--- src/rtl/reg_file_param.sv ---
// Parametrised register file: two combinational read ports, one write port,
// write-to-read bypass, optional hardwired r0, pending scoreboard and clear sweep.
module reg_file_param #(
    parameter int DATA_W   = 32,
    parameter int ADDR_W   = 5,
    parameter bit ZERO_REG = 1'b1,
    parameter bit BYPASS   = 1'b1
) (
    input  logic              clk,
    input  logic              rst_n,
    input  logic [ADDR_W-1:0] rs_1,
    input  logic [ADDR_W-1:0] rs_2,
    output logic [DATA_W-1:0] rout_1,
    output logic [DATA_W-1:0] rout_2,
    output logic              pend_1,
    output logic              pend_2,
    input  logic              write_enable,
    input  logic [ADDR_W-1:0] write_address,
    input  logic [DATA_W-1:0] write_data,
    input  logic              reserve_en,
    input  logic [ADDR_W-1:0] reserve_address,
    input  logic              clear_req,
    output logic              busy
);
    localparam int DEPTH = 1 << ADDR_W;

    typedef enum logic {CLEAR, IDLE} state_t;

    state_t            state, next_state;
    logic [ADDR_W-1:0] clr_cnt;
    logic [DEPTH-1:0]  pending;
    logic [DATA_W-1:0] mem [DEPTH];
    logic              idle_op, write_hit, reserve_hit;

    // A clear request takes priority over any write/reserve in the same cycle.
    always_comb begin
        idle_op     = (state == IDLE) && !clear_req;
        write_hit   = idle_op && write_enable && !(ZERO_REG && write_address == '0);
        reserve_hit = idle_op && reserve_en   && !(ZERO_REG && reserve_address == '0);
    end

    // NOTE: next_state gets a default before the case so no latch is inferred.
    always_comb begin
        next_state = state;
        case (state)
            CLEAR:   if (clr_cnt == '1) next_state = IDLE;
            IDLE:    if (clear_req)     next_state = CLEAR;
            default: next_state = CLEAR;
        endcase
    end

    // NOTE: sequential state uses non-blocking assignments only; the later
    // reserve assignment therefore overrides a same-address write clear.
    always_ff @(posedge clk or negedge rst_n) begin
        if (!rst_n) begin
            state   <= CLEAR;
            clr_cnt <= '0;
            pending <= '0;
        end else begin
            state <= next_state;
            if (state == CLEAR)
                clr_cnt <= clr_cnt + 1'b1;
            else if (clear_req)
                clr_cnt <= '0;

            if (state == IDLE && clear_req) begin
                pending <= '0;
            end else begin
                if (write_hit)   pending[write_address]   <= 1'b0;
                if (reserve_hit) pending[reserve_address] <= 1'b1;
            end
        end
    end

    // NOTE: storage has no reset; the clear sweep zeroes it so it can map to RAM.
    always_ff @(posedge clk) begin
        if (state == CLEAR)
            mem[clr_cnt] <= '0;
        else if (write_hit)
            mem[write_address] <= write_data;
    end

    function automatic logic [DATA_W-1:0] read_data(input logic [ADDR_W-1:0] rs);
        logic [DATA_W-1:0] value;
        value = mem[rs];
        if (state == CLEAR || (ZERO_REG && rs == '0))
            value = '0;
        else if (BYPASS && write_hit && write_address == rs)
            value = write_data;
        return value;
    endfunction

    function automatic logic read_pend(input logic [ADDR_W-1:0] rs);
        logic flag;
        flag = pending[rs];
        if (state == CLEAR || (ZERO_REG && rs == '0))
            flag = 1'b0;
        else if (BYPASS && write_hit && write_address == rs)
            flag = 1'b0;
        return flag;
    endfunction

    always_comb begin
        rout_1 = read_data(rs_1);
        rout_2 = read_data(rs_2);
        pend_1 = read_pend(rs_1);
        pend_2 = read_pend(rs_2);
        busy   = (state == CLEAR);
    end
endmodule

--- config.mk ---
export PLATFORM = sky130hd
export DESIGN_NAME = reg_file_param
export DESIGN_NICKNAME = d
export VERILOG_FILES = /design/src/rtl/reg_file_param.sv
export SDC_FILE = /design/constraint.sdc
export NUM_CORES = 1
export LEC_CHECK = 0
export ABC_AREA = 1
export CELL_PAD_IN_SITES_DETAIL_PLACEMENT = 1
export CELL_PAD_IN_SITES_GLOBAL_PLACEMENT = 2
export CORE_MARGIN = 2
export CORE_UTILIZATION = 42
export CTS_CLUSTER_DIAMETER = 150
export CTS_CLUSTER_SIZE = 30
export DETAILED_ROUTE_END_ITERATION = 8
export HOLD_SLACK_MARGIN = 0.1
export PLACE_DENSITY_LB_ADDON = 0.1
export SLEW_MARGIN = 15
export SYNTH_ARGS = -nofsm -noshare
export SYNTH_HDL_FRONTEND = slang
export SYNTH_SLANG_ARGS = --single-unit
--- constraint.sdc ---
create_clock -name clk -period 7.42 [get_ports clk]
set_clock_uncertainty 0.05 [all_clocks]
set_input_delay 1.484 -clock clk [delete_from_list [all_inputs] [get_ports clk]]
set_output_delay 1.484 -clock clk [all_outputs]
set_load 0.005 [all_outputs]
==> summary.txt, run 1 <==
Global routing
  – Initial antenna violation count: 8
  – Vias in the first global route: 48320
  – Largest net degree at the start of global routing: 166
  – Global-route wire length before repair: 332.7 mm
  – Global route total overflow: 0
  – Total track usage: 34.01%

CTS
  – Clock sink total: 1062
  – H-tree depth: 2
  – Clock transition at path regs: 0.13 ns
  – Worst skew pair latency: 0.70 ns
  – CTS tree: built
  – Post-CTS Setup Inserts: 0
  – Hold buffer count at CTS: 0
  – Clk root buf: clkbuf_16
  – Post-CTS Resized: 0
  – Max Root-Sink Buffers: 3
  – CTS Buf Count: 41

Timing
  – Post-layout minimum cycle time: 6.256 ns
  – Period Utilization, post-route: 84.32%
  – Fin Setup TNS: 0 ns
  – Final hold viol count: 0
  – Relative slew margins: 20.85%
  – Setup violators final: 0
  – Max frequency: 159.8 MHz
  – Max Slew Vio Count: 0
  – Unrepaired setup endpoints after global routing: no
  – Worst-margin pin slew: 1.187 ns

Route
  – Remaining DRCs: 0
  – Routed WL: 229.9 mm
  – DR pass1 iterations: 5
  – Routed wire per std cell: 28.13 um
  – Initial drt markers: 5320
  – Detailed-route via count: 48610
  – Vias per Instance: 5.947
  – Post-DRT Antenna Nets: 0

Flow run
  – MaxCap Viol Count: 0

Cells and area
  – Filler Cells Inserted: 15290
  – Design area: 59410 um2
  – Final nets: 6481
  – Area grow syn2layout: 8.245%
  – Share of layout cells above drive strength 1: 4.340%

Floorplanning
  – # IOs: 124
  – Area of the core: 129600 um2
  – Starting density of the core: 42.33%
  – Die ar.: 133600 um2
  – Die Ht: 365.5 um
  – Die W: 365.5 um
  – FP Rows: 132

Status
  – Outcome: finished, final reports clean

Logic synthesis
  – Post-Synthesis Cells: 6565
  – Post-synth EDFFs: 1024
  – Synthesized cell area: 54890 um2
  – Asr flop ratio synth: 3.578%
  – Warnings from Yosys: 0
  – Count leader, synth: nand2_1
  – Post-synthesis register bit count: 1062
  – Area contributors post-synth: edfxtp_1 56%, nand2_1 19%, nand3_1 11%
  – Sequential element share of the synthesized area: 57.76%
  – Yosys cell types: 29
  – Post-synth top cells: 2774 x nand2_1, 1198 x nand3_1, 1024 x edfxtp_1
  – Synthesized area per cell: 8.360 um2
  – Post-synth top flop: edfxtp_1
  – Syn nets: 6624
  – Synth top area share: 56.02%
  – Yosys top cell by area: edfxtp_1

Placement
  – # port buffers: 123
  – HPWL after DPL: 132.0 mm
  – RePlAce Congestion: 0.8318
  – Placed cell area: 58310 um2

Critical path
  – Critical path's slowest cell: nand2_4
  – Startpoint class of the critical path: input port
  – Crit path largest cell delay: 0.74 ns
  – RR Startpoint: state$_DFF_PN0_
  – Critical Path Fanout Max: 64
  – Cell breakdown of the critical path: clkdlybuf4s50_1, nor3_2, nand2_1, nand2_4, inv_2, nand2_4, nand3_1, nand2_1, inv_1, clkdlybuf4s50_1
  – WP data arrival: 4.72 ns
  – Crit Path Category: in -> out
  – R2R cell count: 10
  – Required @ worst endpoint: 5.89 ns
  – Critical Path End Type: output port
  – FF-to-FF End: mem[15][6]$_DFFE_PP_
  – R2R Setup Slk: 2.66 ns

Pwr
  – Max VDD drop: 0.1954 mV
  – Power per cell area: 233.7 nW/um2
  – LEAKAGE: 24.19 nW

Min path
  – Hold WC Path Type: reg -> reg
  – Worst Hold Path EP: pending[0]$_DFF_PN0_
  – Hold path depth: 2
  – Hold Startpoint: pending[0]$_DFF_PN0_
## area by class of cell
class	instances	area, um2	share of cell area [%]
Clock inverter	2	20.02	0.03370
Clock buffer	48	1052	1.771
Multi-Input combinational cell	4756	20620	34.70
Tap cell	1742	2180	3.669
Timing Repair Buffer	265	2693	4.532
Inverter	296	1141	1.921
Antenna cell	3	7.507	0.01264
Sequential cell	1062	31700	53.36
## power breakdown
part | internal, mW | leakage [nW] | switching (mW)
combinational | 0.847 | 13.5 | 2.52
sequential | 7.27 | 10.1 | 0.253
clock | 1.03 | 0.524 | 1.96
total | 9.15 | 24.2 | 4.74
## cell families after synthesis
family | Yosys count | synth area share (%)
fa+ha+maj | 2 | 0.04559
xor+xnor | 6 | 0.09574
buf+inv | 747 | 5.334
simple gates | 4188 | 31.53
flops | 1062 | 57.76
compound gates | 560 | 5.236
## worst max-delay path by stage
stage / start / endpoint / slack [ns] / cells past startpoint
6_report: write_address[2] / rout_1[20] / 1.16 / 10
5_1_grt: write_address[2] / rout_1[17] / 1.02 / 11
4_1_cts: write_address[2] / rout_1[20] / 1.20 / 10
3_5_place_dp: write_address[2] / mem[15][20]$_DFFE_PP_ / 1.12 / 10
3_3_place_gp: write_address[4] / mem[11][29]$_DFFE_PP_ / 1.22 / 10
2_1_floorplan: write_address[2] / mem[10][0]$_DFFE_PP_ / 2.85 / 12
## state kept, by name (all words and copies together) (netlist names)
signal / cells
mem: 1024
clr_cnt: 5
state: 1
pending: 32
## per-layer routing
metal,wire length [um],track usage [%],vias to the layer above
met1,98220,47.46,24720
met2,107300,55.79,1967
met4,7724,10.24,6
met3,16710,3.771,357
met5,34,0,-
li1,-,-,21560
## stage by stage
stage	setup WS, ns	power (mW)	utilization, %	hold WS [ns]	cells
detailed placement	1.116	10.97	44.98	0.4648	8121
floorplan	2.848	9.309	-	0.4305	6565
global placement	1.220	10.91	44.96	0.4498	8120
global route	1.023	14.36	45.82	0.5092	8172
CTS	1.203	13.87	45.80	0.4836	8171
finish	1.164	13.88	45.83	0.4778	8174
## cell usage in the layout, fill, tap and decap left out, types with 5 or more instances in the layout
master           netlist  routed
nor2_1               193     139
clkdlybuf4s50_1        0     112
a21oi_1              299     299
dfrtp_1               38      38
edfxtp_1            1024    1024
xnor2_1                6       6
buf_2                 84       5
clkbuf_16              0      41
inv_1                286     286
nand2_1             2774    2772
o211ai_1              18      18
nand4_1                6       6
nor2_4                 0      41
o21ai_0              238     238
nand3_1             1198    1198
nor2_2                 0      13
clkbuf_1             289       7
buf_12                 0      32
buf_4                  1     110
## worst max-delay path, delay by kind of cell
kind | cells | cell delay (ns)
buf+inv | 4 | 1.26
simple gates | 6 | 1.98
Note: power is estimated with default switching activity, not from simulation.
==> run 2: changes to the inputs <==
--- a/config.mk
+++ b/config.mk
@@ -9,7 +9,7 @@
 export CELL_PAD_IN_SITES_DETAIL_PLACEMENT = 1
 export CELL_PAD_IN_SITES_GLOBAL_PLACEMENT = 2
 export CORE_MARGIN = 2
-export CORE_UTILIZATION = 42
+export CORE_UTILIZATION = 35
 export CTS_CLUSTER_DIAMETER = 150
 export CTS_CLUSTER_SIZE = 30
 export DETAILED_ROUTE_END_ITERATION = 8
==> constraint.sdc (replaced) <==
create_clock -name clk -period 5.4 [get_ports clk]
set_clock_uncertainty 0.05 [all_clocks]
set_input_delay 1.08 -clock clk [delete_from_list [all_inputs] [get_ports clk]]
set_output_delay 1.08 -clock clk [all_outputs]
set_load 0.005 [all_outputs]
==> run 2 against run 1 <==
  * Critical path depth unchanged
  * Count of clock-buffer cells in the layout increased by 1
  * Total power up 40%
  * Combinational power rose by 46%
  * Global-route usage down 3.8 points
  * Sequential power rose by 37%
  * Final cell count up 4.9%
==> summary.txt, run 2 (same netlist as run 1, synthesis figures left out) <==
Status
  – Outcome: finished, final reports clean (unchanged)

Timing
  – Setup violators final: 0 (unchanged)
  – Max Slew Vio Count: 0 (unchanged)
  – Worst-margin pin slew: 1.096 ns (was 1.187 ns)
  – Unrepaired setup endpoints after global routing: no (unchanged)
  – Final hold viol count: 0 (unchanged)
  – Relative slew margins: 26.86% (was 20.85%)
  – Fin Setup TNS: 0 ns (unchanged)
  – Post-layout minimum cycle time: 5.226 ns
  – Period Utilization, post-route: 96.78%
  – Max frequency: 191.3 MHz

Pwr
  – Max VDD drop: 0.2111 mV (was 0.1954 mV)
  – Power per cell area: 317.5 nW/um2 (was 233.7 nW/um2)
  – LEAKAGE: 24.81 nW (was 24.19 nW)
  – Power consumption: 19.42 mW (was 13.88 mW)

Critical path
  – FF-to-FF End: mem[10][14]$_DFFE_PP_ (was mem[15][6]$_DFFE_PP_)
  – Crit Path Category: in -> out (unchanged)
  – Critical Path Fanout Max: 55 (was 64)
  – R2R cell count: 13 (was 10)
  – R2R Setup Slk: 1.60 ns (was 2.66 ns)
  – Critical Path End Type: output port (unchanged)
  – RR Startpoint: state$_DFF_PN0_ (unchanged)
  – Required @ worst endpoint: 4.27 ns (was 5.89 ns)
  – Startpoint class of the critical path: input port (unchanged)
  – WP data arrival: 4.10 ns (was 4.72 ns)

CTS
  – CTS Buf Count: 41 (unchanged)
  – Worst skew pair latency: 0.69 ns (was 0.70 ns)
  – Clock sink total: 1062 (unchanged)
  – Max Root-Sink Buffers: 3 (unchanged)
  – Hold buffer count at CTS: 0 (unchanged)
  – Clock transition at path regs: 0.13 ns (about the same)
  – Clk root buf: clkbuf_16 (unchanged)
  – H-tree depth: 2 (unchanged)
  – CTS tree: built (unchanged)

Route
  – Initial drt markers: 4179 (was 5320)
  – Detailed-route via count: 48260 (was 48610)
  – Post-DRT Antenna Nets: 0 (unchanged)
  – DR pass1 iterations: 5 (unchanged)
  – Vias per Instance: 5.629 (was 5.947)
  – Routed WL: 244.5 mm (was 229.9 mm)
  – Routed wire per std cell: 28.52 um (was 28.13 um)
  – Remaining DRCs: 0 (unchanged)

Global routing
  – Initial antenna violation count: 5 (was 8)
  – Met2 global-route usage: 49.55% (was 55.79%)
  – Busiest grt layer: met2 (unchanged)
  – Global-route wire length before repair: 351.1 mm (was 332.7 mm)
  – Vias in the first global route: 48530 (was 48320)
  – M1 GR Usage: 43.08% (was 47.46%)
  – Total track usage: 30.22% (was 34.01%)
  – Global route total overflow: 0 (unchanged)
  – GR Util met3: 3.051% (was 3.771%)
  – Largest net degree at the start of global routing: 120 (was 166)

Cells and area
  – Commonest non-fill, non-tap cells in the layout: 2772 x nand2_1, 1197 x nand3_1, 1024 x edfxtp_1 (was 2772 x nand2_1, 1198 x nand3_1, 1024 x edfxtp_1)
  – Largest reg by FF count: mem (unchanged)
  – Leading cell type in the layout, fill and taps excluded: nand2_1 (unchanged)
  – Final nets: 6566 (was 6481)
  – Max FFs per register: 1024 (unchanged)
  – Share of layout cells above drive strength 1: 5.741% (was 4.340%)
  – Top flop regs: mem x1024, pending x32, clr_cnt x5 (unchanged)
  – Area grow syn2layout: 11.47% (was 8.245%)
  – Ant. Diodes: 0 (was 3)

Floorplanning
  – # IOs: 124 (unchanged)
  – FP Rows: 145 (was 132)
  – Die Ht: 400 um (was 365.5 um)
  – Die ar.: 160000 um2 (was 133600 um2)
  – Starting density of the core: 35.18% (was 42.33%)
  – Die W: 400 um (was 365.5 um)
  – Area of the core: 156000 um2 (was 129600 um2)

Min path
  – Hold WC Path Type: in -> async (was reg -> reg)

Placement
  – RePlAce Congestion: 0.8122 (was 0.8318)
  – HPWL after DPL: 143.7 mm (was 132.0 mm)
  – # port buffers: 123 (unchanged)

Flow run
  – MaxCap Viol Count: 0 (unchanged)
[run 2: layer usage]
metal	part of all wire [%]	routed length [um]
met1	46	111700
met2	46	113600
met3	5.4	13150
met4	2.5	6070
met5	0.017	41
[run 2: repair_timing]
action	CTS	global route
buffers inserted	0	0
resized for setup	1	1
endpoints found under the setup margin	1	1
[run 2: layout make-up]
| type | instances | area (um2) |
|---|---|---|
| tap | 2058 | 2575 |
| clock inverter | 2 | 28.78 |
| inverter | 296 | 1151 |
| fill | 18250 | 94840 |
| timing repair buffer | 350 | 3986 |
| clock buffer | 49 | 1099 |
| sequential | 1062 | 31700 |
| multi-input combinational | 4756 | 20640 |
[run 2: worst max path at each step]
stage | from | end | slack [ns] | cells past startpoint
finish | write_address[4] | rout_1[31] | 0.17 | 10
global route | write_address[4] | rout_1[31] | 0.09 | 10
global placement | write_address[4] | rout_1[18] | 0.07 | 10
CTS | write_address[4] | rout_1[18] | 0.18 | 10
floorplan | write_address[2] | mem[10][0]$_DFFE_PP_ | 1.23 | 12
detailed placement | write_address[4] | rout_1[18] | -0.02 | 10
[run 2: power breakdown]
group	internal, mW	switching [mW]	total [mW]
logic	1.33	3.57	4.91
registers	9.98	0.334	10.3
clock network	1.48	2.73	4.20
total	12.8	6.63	19.4
[run 2: critical path, cell delays in order]
cell and delay [ns]:
clkdlybuf4s50_1 0.67, inv_1 0.17, nand2_1 0.10, nand4_1 0.08
nor2_1 0.36, nand2_8 0.41, nand3_1 0.51, nand2_1 0.09
inv_1 0.06, clkdlybuf4s50_1 0.52
[run 2: through the flow]
step / hold slack [ns] / cells / setup slack [ns] / instance area [um2] / util (%)
3_5_place_dp: 0.4935 / 8522 / -0.02464 / 60040 / 38.48
4_1_cts: 0.4415 / 8573 / 0.1819 / 61170 / 39.21
6_report: 0.4378 / 8573 / 0.1738 / 61180 / 39.21
5_1_grt: 0.4794 / 8573 / 0.08600 / 61180 / 39.21
3_3_place_gp: 0.4910 / 8522 / 0.07062 / 60040 / 38.48
2_1_floorplan: 0.4305 / 6565 / 1.232 / 54890 / -
